[src/rtl/serial_op_pkg.sv]
// Shared constants for the serial operand controller: FSM encoding,
// default transaction lengths and a small width helper.
`timescale 1ns/1ps
package serial_op_pkg;

   // FSM state encoding
   localparam logic [1:0] WAIT_B = 2'd0;
   localparam logic [1:0] WAIT_A = 2'd1;
   localparam logic [1:0] TAKE_A = 2'd2;
   localparam logic [1:0] SEND_C = 2'd3;

   // Default transaction lengths
   localparam int A_LEN_DEF = 4;
   localparam int C_LEN_DEF = 3;

   // Larger of two lengths, used to size the shared cycle counter
   function automatic int max_int(input int a, input int b);
      return (a > b) ? a : b;
   endfunction

endpackage

[src/rtl/sop_cycle_cnt.sv]
// Loadable / clearable up-counter with a terminal-value compare flag.
// The terminal value is an input so one counter can serve phases of
// different lengths.
`timescale 1ns/1ps
module sop_cycle_cnt #(
   parameter int W = 3
) (
   input  logic         clk,
   input  logic         reset,
   input  logic         i_clr,
   input  logic         i_load,
   input  logic [W-1:0] i_load_val,
   input  logic         i_inc,
   input  logic [W-1:0] i_term,
   output logic         o_term
);

   logic [W-1:0] r_cnt;

   // Counter update: clear beats load beats increment
   always_ff @(posedge clk or negedge reset) begin
      if (!reset) begin
         r_cnt <= '0;
      end else if (i_clr) begin
         r_cnt <= '0;
      end else if (i_load) begin
         r_cnt <= i_load_val;
      end else if (i_inc) begin
         r_cnt <= r_cnt + W'(1);
      end
   end

   assign o_term = (r_cnt == i_term);

endmodule

[src/rtl/serial_op_ctrl.sv]
// Serial operand controller: latches B, shifts A in for A_LEN cycles,
// latches the result, then shifts C out for C_LEN cycles. Every output is
// registered and decided on the same edge as the state update.
`timescale 1ns/1ps
module serial_op_ctrl
   import serial_op_pkg::*;
#(
   parameter int A_LEN   = A_LEN_DEF,
   parameter int C_LEN   = C_LEN_DEF,
   parameter bit REUSE_B = 1'b0
) (
   input  logic clk,
   input  logic reset,
   input  logic load_b,
   input  logic start_a,
   input  logic abort,
   output logic latch_b,
   output logic shift_a,
   output logic latch_c,
   output logic start_c,
   output logic shift_c,
   output logic busy,
   output logic done,
   output logic overrun
);

   localparam int CW = $clog2(max_int(A_LEN, C_LEN) + 1);
   // TAKE_A ends when the count reaches A_LEN-1 (entry cycle is count 0).
   localparam logic [CW-1:0] A_TERM = CW'(A_LEN - 1);
   // The first shift_c is issued off latch_c without counting, so the
   // remaining shift_c cycles terminate one count earlier.
   localparam logic [CW-1:0] C_TERM = CW'((C_LEN > 1) ? C_LEN - 2 : 0);
   localparam logic [1:0]    END_ST = REUSE_B ? WAIT_A : WAIT_B;

   logic [1:0]    r_state, w_state_nx;
   logic          r_latch_b, r_shift_a, r_latch_c, r_start_c;
   logic          r_shift_c, r_busy, r_done, r_overrun;
   logic          w_latch_b, w_shift_a, w_latch_c, w_start_c;
   logic          w_shift_c, w_busy, w_done, w_overrun;
   logic          w_cnt_clr, w_cnt_inc, w_cnt_term;
   logic [CW-1:0] w_cnt_tval;

   assign w_cnt_tval = (r_state == TAKE_A) ? A_TERM : C_TERM;

   sop_cycle_cnt #(.W(CW)) u_cnt (
      .clk        (clk),
      .reset      (reset),
      .i_clr      (w_cnt_clr),
      .i_load     (1'b0),
      .i_load_val ('0),
      .i_inc      (w_cnt_inc),
      .i_term     (w_cnt_tval),
      .o_term     (w_cnt_term)
   );

   // Next-state and next-output decision; abort overrides everything
   always_comb begin
      w_state_nx = r_state;
      w_latch_b  = 1'b0;
      w_shift_a  = 1'b0;
      w_latch_c  = 1'b0;
      w_start_c  = 1'b0;
      w_shift_c  = 1'b0;
      w_done     = 1'b0;
      w_overrun  = 1'b0;
      w_cnt_clr  = 1'b0;
      w_cnt_inc  = 1'b0;
      if (abort) begin
         w_state_nx = WAIT_B;
         w_cnt_clr  = 1'b1;
      end else begin
         case (r_state)
            WAIT_B: begin
               if (load_b) begin
                  w_latch_b  = 1'b1;
                  w_state_nx = WAIT_A;
               end
            end
            WAIT_A: begin
               // load_b wins a tie; start_a is simply dropped then
               if (load_b) begin
                  w_latch_b = 1'b1;
               end else if (start_a) begin
                  w_shift_a  = 1'b1;
                  w_cnt_clr  = 1'b1;
                  w_state_nx = TAKE_A;
               end
            end
            TAKE_A: begin
               w_overrun = start_a;
               if (w_cnt_term) begin
                  w_latch_c  = 1'b1;
                  w_cnt_clr  = 1'b1;
                  w_state_nx = SEND_C;
               end else begin
                  w_shift_a = 1'b1;
                  w_cnt_inc = 1'b1;
               end
            end
            SEND_C: begin
               w_overrun = start_a;
               if (r_latch_c) begin
                  w_shift_c = 1'b1;
                  w_start_c = 1'b1;
                  w_done    = (C_LEN == 1);
               end else if (r_done) begin
                  w_state_nx = END_ST;
                  w_cnt_clr  = 1'b1;
               end else begin
                  w_shift_c = 1'b1;
                  w_cnt_inc = 1'b1;
                  w_done    = w_cnt_term;
               end
            end
            default: begin
               w_state_nx = WAIT_B;
               w_cnt_clr  = 1'b1;
            end
         endcase
      end
      w_busy = (w_state_nx == TAKE_A) || (w_state_nx == SEND_C);
   end

   // State and output registers, cleared asynchronously by reset
   always_ff @(posedge clk or negedge reset) begin
      if (!reset) begin
         r_state   <= WAIT_B;
         r_latch_b <= 1'b0;
         r_shift_a <= 1'b0;
         r_latch_c <= 1'b0;
         r_start_c <= 1'b0;
         r_shift_c <= 1'b0;
         r_busy    <= 1'b0;
         r_done    <= 1'b0;
         r_overrun <= 1'b0;
      end else begin
         r_state   <= w_state_nx;
         r_latch_b <= w_latch_b;
         r_shift_a <= w_shift_a;
         r_latch_c <= w_latch_c;
         r_start_c <= w_start_c;
         r_shift_c <= w_shift_c;
         r_busy    <= w_busy;
         r_done    <= w_done;
         r_overrun <= w_overrun;
      end
   end

   assign latch_b = r_latch_b;
   assign shift_a = r_shift_a;
   assign latch_c = r_latch_c;
   assign start_c = r_start_c;
   assign shift_c = r_shift_c;
   assign busy    = r_busy;
   assign done    = r_done;
   assign overrun = r_overrun;

endmodule

[config.mk]
export PLATFORM = sky130hd
export DESIGN_NAME = serial_op_ctrl
export DESIGN_NICKNAME = d
export VERILOG_FILES = /design/src/rtl/serial_op_pkg.sv /design/src/rtl/sop_cycle_cnt.sv /design/src/rtl/serial_op_ctrl.sv
export SDC_FILE = /design/constraint.sdc
export NUM_CORES = 1
export LEC_CHECK = 0
export CORE_MARGIN = 10
export CORE_UTILIZATION = 46
export CTS_BUF_LIST = sky130_fd_sc_hd__clkbuf_4 sky130_fd_sc_hd__clkbuf_8 sky130_fd_sc_hd__clkbuf_16
export DETAILED_ROUTE_END_ITERATION = 8
export PLACE_DENSITY = 0.7
export SYNTH_ARGS = -nofsm -noshare
export SYNTH_HDL_FRONTEND = slang
export SYNTH_HIERARCHICAL = 1
export SYNTH_SLANG_ARGS = --single-unit
export TNS_END_PERCENT = 5
[constraint.sdc]
create_clock -name clk -period 2.8 [get_ports clk]
set_clock_uncertainty 0.15 [all_clocks]
set_input_delay 0.56 -clock clk [delete_from_list [all_inputs] [get_ports clk]]
set_output_delay 0.56 -clock clk [all_outputs]
set_load 0.05 [all_outputs]
==> flow_metrics.env <==
export IMPL_drive_above_1_share_pct=10.6
export IMPL_antenna_found_initial=0
export IMPL_routed_via_density=4.98
export IMPL_cts_root_buf="clkbuf_4"
export IMPL_drc=0
export IMPL_fin_cells=110
export IMPL_relSlewSlack_pct=61.9
export IMPL_power_density_mw_per_mm2=756
export IMPL_grtUsageTotal_pct=9.15
export IMPL_ant_nets=0
export IMPL_yosys_warnings=6
export IMPL_final_common_cell="dfrtp_1"
export IMPL_cp_end_kind="flip-flop"
export IMPL_synth_simple_area_share_pct=21.8
export IMPL_synthXorXnorAreaFrac_pct=4.70
export IMPL_cts_resized=0
export IMPL_synth_compound_gate_area_share_pct=16.6
export IMPL_portBuffers=12
export IMPL_htree_num_levels=1
export IMPL_die_area_mm2=0.00363
export IMPL_clkPwrFrac_pct=16.8
export IMPL_grt_pass1_vias=528
export IMPL_place_ws_ps=459
export IMPL_die_width_um=60.3
export IMPL_fin_setup_tns_ps=0
export IMPL_mostFrequentLayoutCells="13 x dfrtp_1, 12 x clkdlybuf4s50_1, 11 x conb_1, 5 x ha_1"
export IMPL_min_period_over_period_pct=83.4
export IMPL_p_seq_share_pct=36.2
export IMPL_dp_hpwl_um=1150
export IMPL_tightest_slew_ps=570
export IMPL_rsz0062_at_grt="false"
export IMPL_numCtsBuffers=3
export IMPL_placed_cells=106
export IMPL_ys_seq_elements=13
export IMPL_synth_ff_type="dfrtp_1"
export IMPL_synth_top_family_by_area="simple AND/OR/NAND/NOR gates"
export IMPL_path_class="flip-flop to flip-flop"
export IMPL_synth_cells=69
export IMPL_first_pass_iters=3
export IMPL_max_freq_ghz=0.428
export IMPL_worstSetupStartpointType="flip-flop"
export IMPL_synthesis_area_um2=746
export IMPL_cp_slowest_cell="dfrtp_1"
export IMPL_core_mm2=0.00152
export IMPL_p_int_uw=427
export IMPL_clock_latency_ps=270
export IMPL_place_gp_congestion=0.723
export IMPL_nNetsFinal=105
export IMPL_routedWlPerCell_um=13.0
export IMPL_hold_viol_final=0
export IMPL_synthDistinctLibCells=28
export IMPL_async_reset_ff_share_pct=100
export IMPL_p_sw_uw=294
export IMPL_overflow=0
export IMPL_p_comb_share_pct=47.1
export IMPL_max_cap_violations=0
export IMPL_grt_pass1_wl_um=2520
export IMPL_crit_family="simple AND/OR/NAND/NOR gates"
export IMPL_placed_area_um2=923
export IMPL_cts_hold_buffers=0
export IMPL_syn_area_per_cell_um2=10.8
export IMPL_maxSlewViolCount=0
export IMPL_fin_area_um2=953
export IMPL_critPathMaxStageDelay_ps=450
export IMPL_synth_edf_count=0
export IMPL_hold_class="flip-flop to flip-flop"
export IMPL_cts_buffer_depth=2
export IMPL_worstPathCellList="inv_1, ha_1, xor2_1, nor3_1, nand2b_1, a21oi_1, and4b_1, a2111oi_2"
export IMPL_leakagePower_nw=0.433
export IMPL_io_pin_count=13
export IMPL_path_max_fanout=7
export IMPL_finalSetupViolCount=0
export IMPL_p_sw_share_pct=40.8
export IMPL_path_buf_inv=1
export IMPL_cts_sinks=13
export IMPL_initial_core_util_pct=48.9
export IMPL_cts_clk_slew_worst_paths_ps=70
export IMPL_fin_crit_ps=2330
export IMPL_cts_tree="done"
export IMPL_yosysSeqAreaShare_pct=43.6
export IMPL_synth_fa_ha_area_share_pct=8.39
export IMPL_muxShareOfSynthArea_pct=1.34
export IMPL_post_cts_setup_buffers=0
export IMPL_cp_data_arrival_time_ps=2350
export IMPL_diodes=0
export IMPL_drt_iter0_markers=3
export IMPL_grt_start_max_net_pins=14
export IMPL_fp_row_count=14
export IMPL_worstPathRequired_ps=2820
export IMPL_setup_ws_ps=465
export IMPL_peakVddDrop_mv=0.442
export IMPL_die_h_um=60.3
export IMPL_syn2layout_area_growth_pct=27.9
export IMPL_wl_um=1430
export IMPL_vias=548
export IMPL_status="finished clean"
[routing by layer]
metal / up-vias / GRT usage, % / share of wire (%)
met5: - / 0 / 0
li1: 285 / - / -
met1: 248 / 10.9 / 44
met4: 0 / 4.81 / 1.9
met3: 2 / 3.39 / 7.7
met2: 13 / 13.8 / 47
[cells by family (layout without fill, tap and decap cells)]
group,Yosys count,count (layout)
AND/OR/NAND/NOR,24,24
AO/OA/AOI/OAI,15,15
flip-flops,13,13
adder cells (fa/ha/maj),5,5
buffers and inverters,5,21
XOR/XNOR,4,4
other,2,11
multiplexers,1,1
[cells in the mapped netlist, types with 2 or more instances]
| cell type | instances | area share [%] |
|---|---|---|
| nand2b_1 | 3 | 2.5 |
| nand2_1 | 2 | 1.0 |
| dfrtp_1 | 13 | 44 |
| a21oi_1 | 2 | 1.3 |
| nor3b_1 | 3 | 3.0 |
| conb_1 | 2 | 1.0 |
| a211oi_1 | 4 | 4.0 |
| xor2_1 | 3 | 3.5 |
| and3b_1 | 2 | 2.3 |
| a221oi_1 | 2 | 2.3 |
| ha_1 | 5 | 8.4 |
| and4b_1 | 2 | 2.7 |
| inv_1 | 4 | 2.0 |
| nor2b_1 | 2 | 1.7 |
| a31oi_1 | 3 | 2.5 |
| nor2_1 | 4 | 2.0 |
| nand3b_1 | 2 | 2.0 |
[path summary, 6_finish.rpt]
| kind | start | cells after the start | slack (ps) | to |
|---|---|---|---|---|
| setup reg to reg | r_state[0] | 8 | 470 | u_cnt/r_cnt[2] |
| hold / removal | latch_c | 1 | 450 | start_c |
| setup / recovery | r_state[0] | 8 | 470 | u_cnt/r_cnt[2] |
| min in group asynchronous | reset | 1 | 500 | busy |
| hold reg to reg | latch_c | 1 | 450 | start_c |
| max in group asynchronous | reset | 1 | 1630 | u_cnt/r_cnt[2] |
[power by group through the flow]
stage          clock [mW]  sequential [mW]  combinational [mW]
2_1_floorplan           0            0.316               0.195
3_3_place_gp            0            0.260               0.333
3_5_place_dp            0            0.265               0.337
4_1_cts             0.126            0.261               0.341
5_1_grt             0.132            0.265               0.374
6_report            0.121            0.261               0.339
[through the flow]
stage	utilization [%]	hold slack, ps	power, mW
after floorplan	-	114	0.511
after global placement	60.6	426	0.593
after detailed placement	60.6	435	0.601
after CTS	62.6	448	0.728
after global routing	62.6	467	0.772
final	62.6	450	0.721
[worst reg2reg max path: cells and delay by family (launching register included)]
kind                       cells  cell delay (ps)
AOI/OAI and AO/OA              2              390
DFF                            1              450
buffers and inverters          1               90
xor gates and xnor gates       1              190
and+or+nand+nor                3              670
adders and majority gates      1              290
[area by class of cell]
class | instances | area, um^2
Fill cell | 124 | 571
Tap cell | 16 | 20.0
Sequential cell | 13 | 325
Multi-Input combinational cell | 60 | 435
Clock buffer | 4 | 30.0
Inverter | 4 | 15.0
Timing Repair Buffer | 13 | 128
[registers in the layout, indices dropped and copies added, names as in the netlist]
signal,flops
r_state,2
latch_c,1
latch_b,1
start_c,1
shift_a,1
done,1
shift_c,1
u_cnt/r_cnt,3
overrun,1
busy,1
Power figures use the tool's default switching activity.
